`src/rtl/sprite_pkg.sv`:
```
// Shared descriptor type and the power-on sprite table contents.
package sprite_pkg;

  localparam int unsigned SPR_ADDR_W   = 25;
  localparam int unsigned SPR_DIM_W    = 10;
  localparam int unsigned NUM_DEFAULTS = 14;

  typedef struct packed {
    logic                  valid;
    logic [SPR_ADDR_W-1:0] base;
    logic [SPR_DIM_W-1:0]  width;
    logic [SPR_DIM_W-1:0]  height;
  } sprite_desc_t;

  // Two 64x48 player frames, an unused slot, then eleven 32x32 enemy frames packed after them.
  localparam sprite_desc_t SPRITE_DEFAULTS [NUM_DEFAULTS] = '{
    '{1'b1, 25'd307200, 10'd64, 10'd48},
    '{1'b1, 25'd310272, 10'd64, 10'd48},
    '{1'b0, 25'd0,      10'd0,  10'd0 },
    '{1'b1, 25'd313344, 10'd32, 10'd32},
    '{1'b1, 25'd314368, 10'd32, 10'd32},
    '{1'b1, 25'd315392, 10'd32, 10'd32},
    '{1'b1, 25'd316416, 10'd32, 10'd32},
    '{1'b1, 25'd317440, 10'd32, 10'd32},
    '{1'b1, 25'd318464, 10'd32, 10'd32},
    '{1'b1, 25'd319488, 10'd32, 10'd32},
    '{1'b1, 25'd320512, 10'd32, 10'd32},
    '{1'b1, 25'd321536, 10'd32, 10'd32},
    '{1'b1, 25'd322560, 10'd32, 10'd32},
    '{1'b1, 25'd323584, 10'd32, 10'd32}
  };

  function automatic sprite_desc_t default_desc(int unsigned idx);
    if (idx < NUM_DEFAULTS) return SPRITE_DEFAULTS[idx[3:0]];
    return '0;
  endfunction

endpackage

```
`src/rtl/sprite_desc_ram.sv`:
```
// Sprite descriptor register file: one write port, one combinational read port,
// reset loads the package defaults.
module sprite_desc_ram
  import sprite_pkg::*;
#(
  parameter int unsigned NUM_SPRITES = 16,
  parameter int unsigned ADDR_W      = 25,
  parameter int unsigned DIM_W       = 10,
  parameter int unsigned ID_W        = $clog2(NUM_SPRITES)
) (
  input  logic              clk,
  input  logic              rst,
  input  logic              wr_en,
  input  logic [ID_W-1:0]   wr_id,
  input  logic [ADDR_W-1:0] wr_base,
  input  logic [DIM_W-1:0]  wr_width,
  input  logic [DIM_W-1:0]  wr_height,
  input  logic              wr_inval,
  input  logic [ID_W-1:0]   rd_id,
  output logic              rd_valid,
  output logic [ADDR_W-1:0] rd_base,
  output logic [DIM_W-1:0]  rd_width,
  output logic [DIM_W-1:0]  rd_height
);

  logic              valid_q  [NUM_SPRITES];
  logic [ADDR_W-1:0] base_q   [NUM_SPRITES];
  logic [DIM_W-1:0]  width_q  [NUM_SPRITES];
  logic [DIM_W-1:0]  height_q [NUM_SPRITES];

  sprite_desc_t rst_tbl [NUM_SPRITES];

  for (genvar g = 0; g < NUM_SPRITES; g++) begin : gen_rst_tbl
    assign rst_tbl[g] = default_desc(g);
  end

  logic wr_id_ok;
  logic rd_id_ok;
  assign wr_id_ok = 32'(wr_id) < NUM_SPRITES;
  assign rd_id_ok = 32'(rd_id) < NUM_SPRITES;

  always_ff @(posedge clk or posedge rst) begin
    if (rst) begin
      for (int unsigned i = 0; i < NUM_SPRITES; i++) begin
        valid_q[i]  <= rst_tbl[i].valid;
        base_q[i]   <= ADDR_W'(rst_tbl[i].base);
        width_q[i]  <= DIM_W'(rst_tbl[i].width);
        height_q[i] <= DIM_W'(rst_tbl[i].height);
      end
    end else if (wr_en && wr_id_ok) begin
      if (wr_inval) begin
        valid_q[wr_id] <= 1'b0;
      end else begin
        valid_q[wr_id]  <= 1'b1;
        base_q[wr_id]   <= wr_base;
        width_q[wr_id]  <= wr_width;
        height_q[wr_id] <= wr_height;
      end
    end
  end

  // Out-of-range ids read back as an invalid, all-zero entry.
  always_comb begin
    rd_valid  = 1'b0;
    rd_base   = '0;
    rd_width  = '0;
    rd_height = '0;
    if (rd_id_ok) begin
      rd_valid  = valid_q[rd_id];
      rd_base   = base_q[rd_id];
      rd_width  = width_q[rd_id];
      rd_height = height_q[rd_id];
    end
  end

endmodule

```
`src/rtl/sprite_addr_gen.sv`:
```
// Sprite pixel-address generator: descriptor lookup in S1, y*width+x+base and bounds
// check in S2, valid/ready on both sides.
module sprite_addr_gen
  import sprite_pkg::*;
#(
  parameter int unsigned NUM_SPRITES = 16,
  parameter int unsigned ADDR_W      = 25,
  parameter int unsigned DIM_W       = 10,
  parameter int unsigned ID_W        = $clog2(NUM_SPRITES)
) (
  input  logic              clk,
  input  logic              rst,
  input  logic              wr_en,
  input  logic [ID_W-1:0]   wr_id,
  input  logic [ADDR_W-1:0] wr_base,
  input  logic [DIM_W-1:0]  wr_width,
  input  logic [DIM_W-1:0]  wr_height,
  input  logic              wr_inval,
  input  logic              in_valid,
  output logic              in_ready,
  input  logic [ID_W-1:0]   in_id,
  input  logic [DIM_W-1:0]  in_x,
  input  logic [DIM_W-1:0]  in_y,
  output logic              out_valid,
  input  logic              out_ready,
  output logic [ADDR_W-1:0] out_addr,
  output logic              out_hit,
  output logic [DIM_W-1:0]  out_width,
  output logic [DIM_W-1:0]  out_height
);

  logic              rd_valid;
  logic [ADDR_W-1:0] rd_base;
  logic [DIM_W-1:0]  rd_width;
  logic [DIM_W-1:0]  rd_height;

  sprite_desc_ram #(
    .NUM_SPRITES(NUM_SPRITES),
    .ADDR_W     (ADDR_W),
    .DIM_W      (DIM_W),
    .ID_W       (ID_W)
  ) u_desc_ram (
    .clk      (clk),
    .rst      (rst),
    .wr_en    (wr_en),
    .wr_id    (wr_id),
    .wr_base  (wr_base),
    .wr_width (wr_width),
    .wr_height(wr_height),
    .wr_inval (wr_inval),
    .rd_id    (in_id),
    .rd_valid (rd_valid),
    .rd_base  (rd_base),
    .rd_width (rd_width),
    .rd_height(rd_height)
  );

  logic              s1_valid;
  logic              s1_ent_valid;
  logic [ADDR_W-1:0] s1_base;
  logic [DIM_W-1:0]  s1_width;
  logic [DIM_W-1:0]  s1_height;
  logic [DIM_W-1:0]  s1_x;
  logic [DIM_W-1:0]  s1_y;

  logic                 s2_advance;
  logic [2*DIM_W-1:0]   prod;
  logic [ADDR_W-1:0]    sum;
  logic                 hit;

  assign s2_advance = !out_valid || out_ready;
  assign in_ready   = !s1_valid || s2_advance;

  always_comb begin
    prod = (2*DIM_W)'(s1_y) * (2*DIM_W)'(s1_width);
    sum  = s1_base + ADDR_W'(prod) + ADDR_W'(s1_x);
    hit  = s1_ent_valid && (s1_x < s1_width) && (s1_y < s1_height);
  end

  // S1: the table is sampled as the request enters, so a same-cycle write is not seen.
  always_ff @(posedge clk or posedge rst) begin
    if (rst) begin
      s1_valid     <= 1'b0;
      s1_ent_valid <= 1'b0;
      s1_base      <= '0;
      s1_width     <= '0;
      s1_height    <= '0;
      s1_x         <= '0;
      s1_y         <= '0;
    end else if (in_ready) begin
      s1_valid <= in_valid;
      if (in_valid) begin
        s1_ent_valid <= rd_valid;
        s1_base      <= rd_base;
        s1_width     <= rd_width;
        s1_height    <= rd_height;
        s1_x         <= in_x;
        s1_y         <= in_y;
      end
    end
  end

  always_ff @(posedge clk or posedge rst) begin
    if (rst) begin
      out_valid  <= 1'b0;
      out_addr   <= '0;
      out_hit    <= 1'b0;
      out_width  <= '0;
      out_height <= '0;
    end else if (s2_advance) begin
      out_valid <= s1_valid;
      if (s1_valid) begin
        out_addr   <= hit ? sum : '0;
        out_hit    <= hit;
        out_width  <= s1_ent_valid ? s1_width : '0;
        out_height <= s1_ent_valid ? s1_height : '0;
      end
    end
  end

endmodule

```
`config.mk`:
```
export PLATFORM = sky130hd
export DESIGN_NAME = sprite_addr_gen
export DESIGN_NICKNAME = d
export VERILOG_FILES = /design/src/rtl/sprite_pkg.sv /design/src/rtl/sprite_desc_ram.sv /design/src/rtl/sprite_addr_gen.sv
export SDC_FILE = /design/constraint.sdc
export NUM_CORES = 2
export LEC_CHECK = 0
export ABC_CLOCK_PERIOD_IN_PS = 30400
export BUFFER_PORTS_ARGS = -buffer_cell sky130_fd_sc_hd__buf_2
export CORE_MARGIN = 5
export CORE_UTILIZATION = 50
export DETAILED_ROUTE_END_ITERATION = 16
export GPL_TIMING_DRIVEN = 0
export PLACE_DENSITY_LB_ADDON = 0.2
export SLEW_MARGIN = 0
export SYNTH_ARGS = -nofsm -noshare
export SYNTH_HDL_FRONTEND = slang
export SYNTH_HIERARCHICAL = 1
export SYNTH_SLANG_ARGS = --single-unit
```
`constraint.sdc`:
```
create_clock -name clk -period 30.4 [get_ports clk]
set_input_delay 4.56 -clock clk [delete_from_list [all_inputs] [get_ports clk]]
set_output_delay 4.56 -clock clk [all_outputs]
set_load 0.05 [all_outputs]
```
* Word level (Yosys, flattened, before mapping)
Index checks and enable logic that the tools add are counted.
** Word-level totals
- Register bits after elaboration :: 850
- Latch bits :: 0
- RAM bits :: 0
- Memory bits (read-only) :: 0
- Input bits :: 79
- Output and inout bits :: 48
- Memories :: 0
** Cells by class
- Add/sub/neg operators :: 2
- Multipliers :: 1
- Div/mod/pow operators :: 0
- Magnitude comparators :: 5
- Eq/ne operators :: 0
- Shifts and indexed selects :: 0
- Muxes and demuxes :: 25
- Bitwise logic cells :: 6
- Reductions and logical operators :: 10
** Operators by type and width (number)
- $bwmux W400 :: 1
- $bwmux W160 :: 2
- $bmux W25 S4 :: 1
- $demux W25 S4 :: 1
- $mux W25 :: 4
- $bmux W10 S4 :: 2
- $mux W10 :: 7
- $demux W10 S4 :: 1
- $add A25 B10 Y25 :: 1
- $add A25 B20 Y25 :: 1
- $lt A10 B10 Y1 :: 2
- $mul A10 B10 Y20 :: 1
- $and A16 B16 Y16 :: 1
- $mux W16 :: 1
- $not A16 Y16 :: 1
- $or A16 B16 Y16 :: 1
- $ge A5 B5 Y1 const B :: 2
- $not A4 Y5 :: 2
- $reduce_and A2 Y1 :: 3
- $lt A5 B1 Y1 const B :: 1
- $bmux W1 S4 :: 1
- $demux W1 S4 :: 1
- $logic_and A1 B1 Y1 :: 3
- $mux W1 :: 3
- other kinds (3) :: 5

* Longest topological paths before layout
- Depth in word-level cells :: 8
- Mapped depth :: 19
- Mapped depth without buffers :: 18

* Hierarchy
Netlist, hierarchy kept.
** By module, submodules not included
- sprite_desc_ram :: times used 1, cells an instance 2021, area an instance 33014.2 um2, sequential area each 18549.0 um2
- sprite_addr_gen :: times used 1, cells an instance 884, area an instance 9108.7 um2, sequential area each 2852.7 um2

* Least setup slack after synthesis
No wires, ideal clock.
- Kind :: input port to output port
- Start :: input out_ready
- End :: output in_ready
- Arrival :: 5049 ps
- Setup slack :: 20791 ps
- Stages :: 1
- Path buffers :: 0
- Cell sequence :: nand3b_1
** Between the ends
- Longest elaborated chain between the ends :: 2
** Ends and longest elaborated chain
- from (decl) :: RTL line sprite_addr_gen.sv:25 : input logic out_ready,
- $logic_or A1 B1 Y1 :: RTL line sprite_addr_gen.sv:71 : assign s2_advance = !out_valid || out_ready;
- $logic_or A1 B1 Y1 :: RTL line sprite_addr_gen.sv:72 : assign in_ready = !s1_valid || s2_advance;
- to (decl) :: RTL line sprite_addr_gen.sv:20 : output logic in_ready,
Every way passes these cells.

* Worst setup path in the final report
Ends and elaborated chain as after synthesis.

==> flow_metrics.py <==
metrics = {
    "status": {
        "status": "finished clean",
    },
    "placement": {
        "gp_congestion": 0.885,
        "dpl.hpwl_microns": 79100,
        "numPortBuffers": 124,
        "place_inst": 4115,
    },
    "timing": {
        "clock_skew_ns": 0.0251,
        "final_hold_viol_count": 0,
        "post-route-period-util_pct": 31.7,
        "hold_slack_ns": 0.472,
        "period_minus_slack_ns": 9.64,
        "slew_viol_final": 0,
        "timing.fmax_ghz": 0.104,
        "setup_viol_count_final": 0,
        "relSlewSlack_pct": 9.27,
        "rsz0062_at_grt": "false",
        "tightest_slew_ns": 1.36,
    },
    "worst_setup_path": {
        "r2r_slack_ns": 24.63,
        "cp-start-kind": "input port",
        "critPathKind": "in -> out",
        "cp.required_ns": 25.84,
        "crit_path_end_kind": "output pin",
        "cp_max_fo": 3,
        "crit_arrival_ns": 5.08,
    },
    "logic_synthesis": {
        "yosysTopAreaCellShare_pct": 44.3,
        "synth_nets": 3151,
        "syn_area_sq_um": 42100,
        "synth.yosys.seq_area_share_pct": 50.8,
        "avgSynthCellArea_sq_um": 14.5,
        "ys_top_cells_by_area": "dfrtp_1 (44%), mux2_2 (19%), mux4_2 (9.8%), dfstp_2 (6.5%), fa_1 (4.4%)",
        "synth_top_cell_by_area": "dfrtp_1",
        "synth_seq_cells": 850,
        "synth_edf_count": 0,
        "synthCells": 2905,
        "ys_types": 63,
        "synth_async_sr_flop_share_pct": 100,
        "synth.yosys.warnings": 6,
        "ys.flop_type": "dfrtp_1",
    },
    "detailed_routing": {
        "viasPerCell": 5.96,
        "ant_nets": 0,
        "dr.pass1.iters": 5,
        "drtIter0Drc": 1782,
        "wire_per_inst_microns": 26.6,
        "wl_microns": 114000,
        "vias": 25600,
        "drc": 0,
    },
    "cts": {
        "clk_pin_slew_ns": 0.06,
        "htree_num_levels": 3,
        "tritoncts": "done",
        "cts_made_buffers": 89,
        "cts_hold_buf": 0,
        "clock_sink_count": 850,
        "cts_post_setup_buffers_inserted": 0,
        "clockBufferDepth": 3,
        "cts_resized": 0,
        "ctsRootBufferMaster": "clkbuf_16",
        "clkLatencyLatePin_ns": 0.64,
    },
    "cells_and_area": {
        "fin_util_pct": 56.6,
        "fillers": 6533,
        "final_nets": 3372,
        "multi_input_area_sq_um": 19100,
        "areaGrowthSynthToFinish_pct": 12.3,
        "register_area_sq_um": 21400,
        "drive_gt1_share_pct": 43.1,
        "instances_no_fill": 4288,
    },
    "floorplanning": {
        "num_rows": 106,
        "die_y_microns": 300,
        "io_pins": 127,
        "start_util_pct": 50.4,
        "die_w_microns": 300,
        "coreArea_sq_um": 83600,
        "die-area_sq_um": 90200,
    },
    "global_routing": {
        "antenna_found_initial": 18,
        "grt_start_max_net_pins": 146,
        "gr-total-overflow": 0,
        "grt_pass1_vias": 28200,
        "grt_pass1_wl_microns": 176000,
        "grtUsageTotal_pct": 25.7,
    },
    "power_and_ir_drop": {
        "leakage_nw": 21.7,
        "irDropWorstVdd_mv": 0.126,
        "powerDensity_nw_per_um2": 88.2,
    },
    "min_path": {
        "hp-class": "reg -> reg",
    },
    "job": {
        "max_cap_viol_count": 0,
    },
}
-- layer usage --
layer / GRT usage, % / part of all wire [%]
met5: 0 / 0.048
met4: 8.33 / 3.0
met3: 5.53 / 6.7
met2: 42.8 / 49
met1: 33.9 / 41
-- layout make-up --
| cell class | instances | area share (%) |
|---|---|---|
| sequential | 850 | 45.2 |
| tap | 1080 | 2.86 |
| inverter | 146 | 1.18 |
| multi-input combinational | 1692 | 40.4 |
| clock inverter | 32 | 0.954 |
| antenna | 11 | 0.0582 |
| clock buffer | 130 | 5.44 |
| buffer | 217 | 2.26 |
| timing repair buffer | 130 | 1.66 |
-- state kept, by name, indices dropped and copies added, names as in the netlist, 10 cells and up, named ones only --
| name | cells |
|---|---|
| u_desc_ram/width_q | 160 |
| out_width | 10 |
| s1_y | 10 |
| s1_height | 10 |
| s1_width | 10 |
| u_desc_ram/base_q | 400 |
| out_height | 10 |
| u_desc_ram/height_q | 160 |
| s1_x | 10 |
| s1_base | 25 |
| out_addr | 25 |
-- cells in the final DEF, fill, tap and decap left out, types with 90 or more instances in the layout --
| cell | Yosys | routed |
|---|---|---|
| inv_1 | 146 | 144 |
| dfrtp_1 | 745 | 745 |
| nand2_1 | 163 | 163 |
| buf_2 | 70 | 194 |
| a22oi_1 | 92 | 92 |
| mux2_1 | 92 | 92 |
| mux4_2 | 184 | 184 |
| clkbuf_16 | 0 | 90 |
| fa_1 | 93 | 93 |
| clkbuf_1 | 102 | 125 |
| dfstp_2 | 105 | 105 |
| mux2_2 | 694 | 694 |
-- synthesized netlist by cell type, drive strengths merged (8+ instances only) --
cell type / number
a211oi: 9
a21oi: 24
a22o: 16
a22oi: 92
a32o: 9
and2: 61
buf: 115
clkbuf: 102
dfrtp: 745
dfstp: 105
fa: 93
ha: 74
inv: 146
mux2: 786
mux4: 184
nand2: 175
nor2: 17
o21ai: 57
or3: 8
-- worst max-delay path, stage by stage --
cell and delay, ns:
buf_2 0.10, nand3b_1 0.18, buf_2 0.24
-- worst paths after layout --
kind / from / end / cells after the start
setup / recovery: out_ready / in_ready / 3
hold / removal: out_hit$_DFFE_PP0P_ / out_hit$_DFFE_PP0P_ / 1
setup reg to reg: s1_width[3]$_DFFE_PP0P_ / out_addr[24]$_DFFE_PP0P_ / 17
hold reg to reg: out_hit$_DFFE_PP0P_ / out_hit$_DFFE_PP0P_ / 1
max in group asynchronous: rst / u_desc_ram/base_q[40]$_DFFE_PP0P_ / 5
min in group asynchronous: rst / u_desc_ram/base_q[9]$_DFFE_PP0P_ / 2
-- per-stage QoR --
stage | worst slack [ns] | total power, W | cell area, sq um | setup TNS [ns]
2_1_floorplan | 5.36 | 0.00268 | 42100 | 0
6_report | 20.76 | 0.00417 | 47300 | 0
5_1_grt | 20.75 | 0.00445 | 47300 | 0
4_1_cts | 20.76 | 0.00420 | 47300 | 0
3_5_place_dp | 20.77 | 0.00306 | 44300 | 0
3_3_place_gp | -0.441 | 0.00300 | 44100 | -216.05
-- report_power, final --
part,internal [W],total (W),switching [W]
Clock,0.000666,0.00112,0.000454
Sequential,0.00138,0.00151,0.000130
Combinational,0.000682,0.00154,0.000862
-- kinds of logic after synthesis --
group	after synthesis	synth area share (%)
adder cells (fa/ha/maj)	167	6.62
AND/OR/NAND/NOR	303	3.67
flip-flops	850	50.8
XOR/XNOR	10	0.208
AO/OA/AOI/OAI	241	3.98
multiplexers	971	30.9
buffers and inverters	363	3.84
Note: power is estimated with default switching activity, not from simulation.
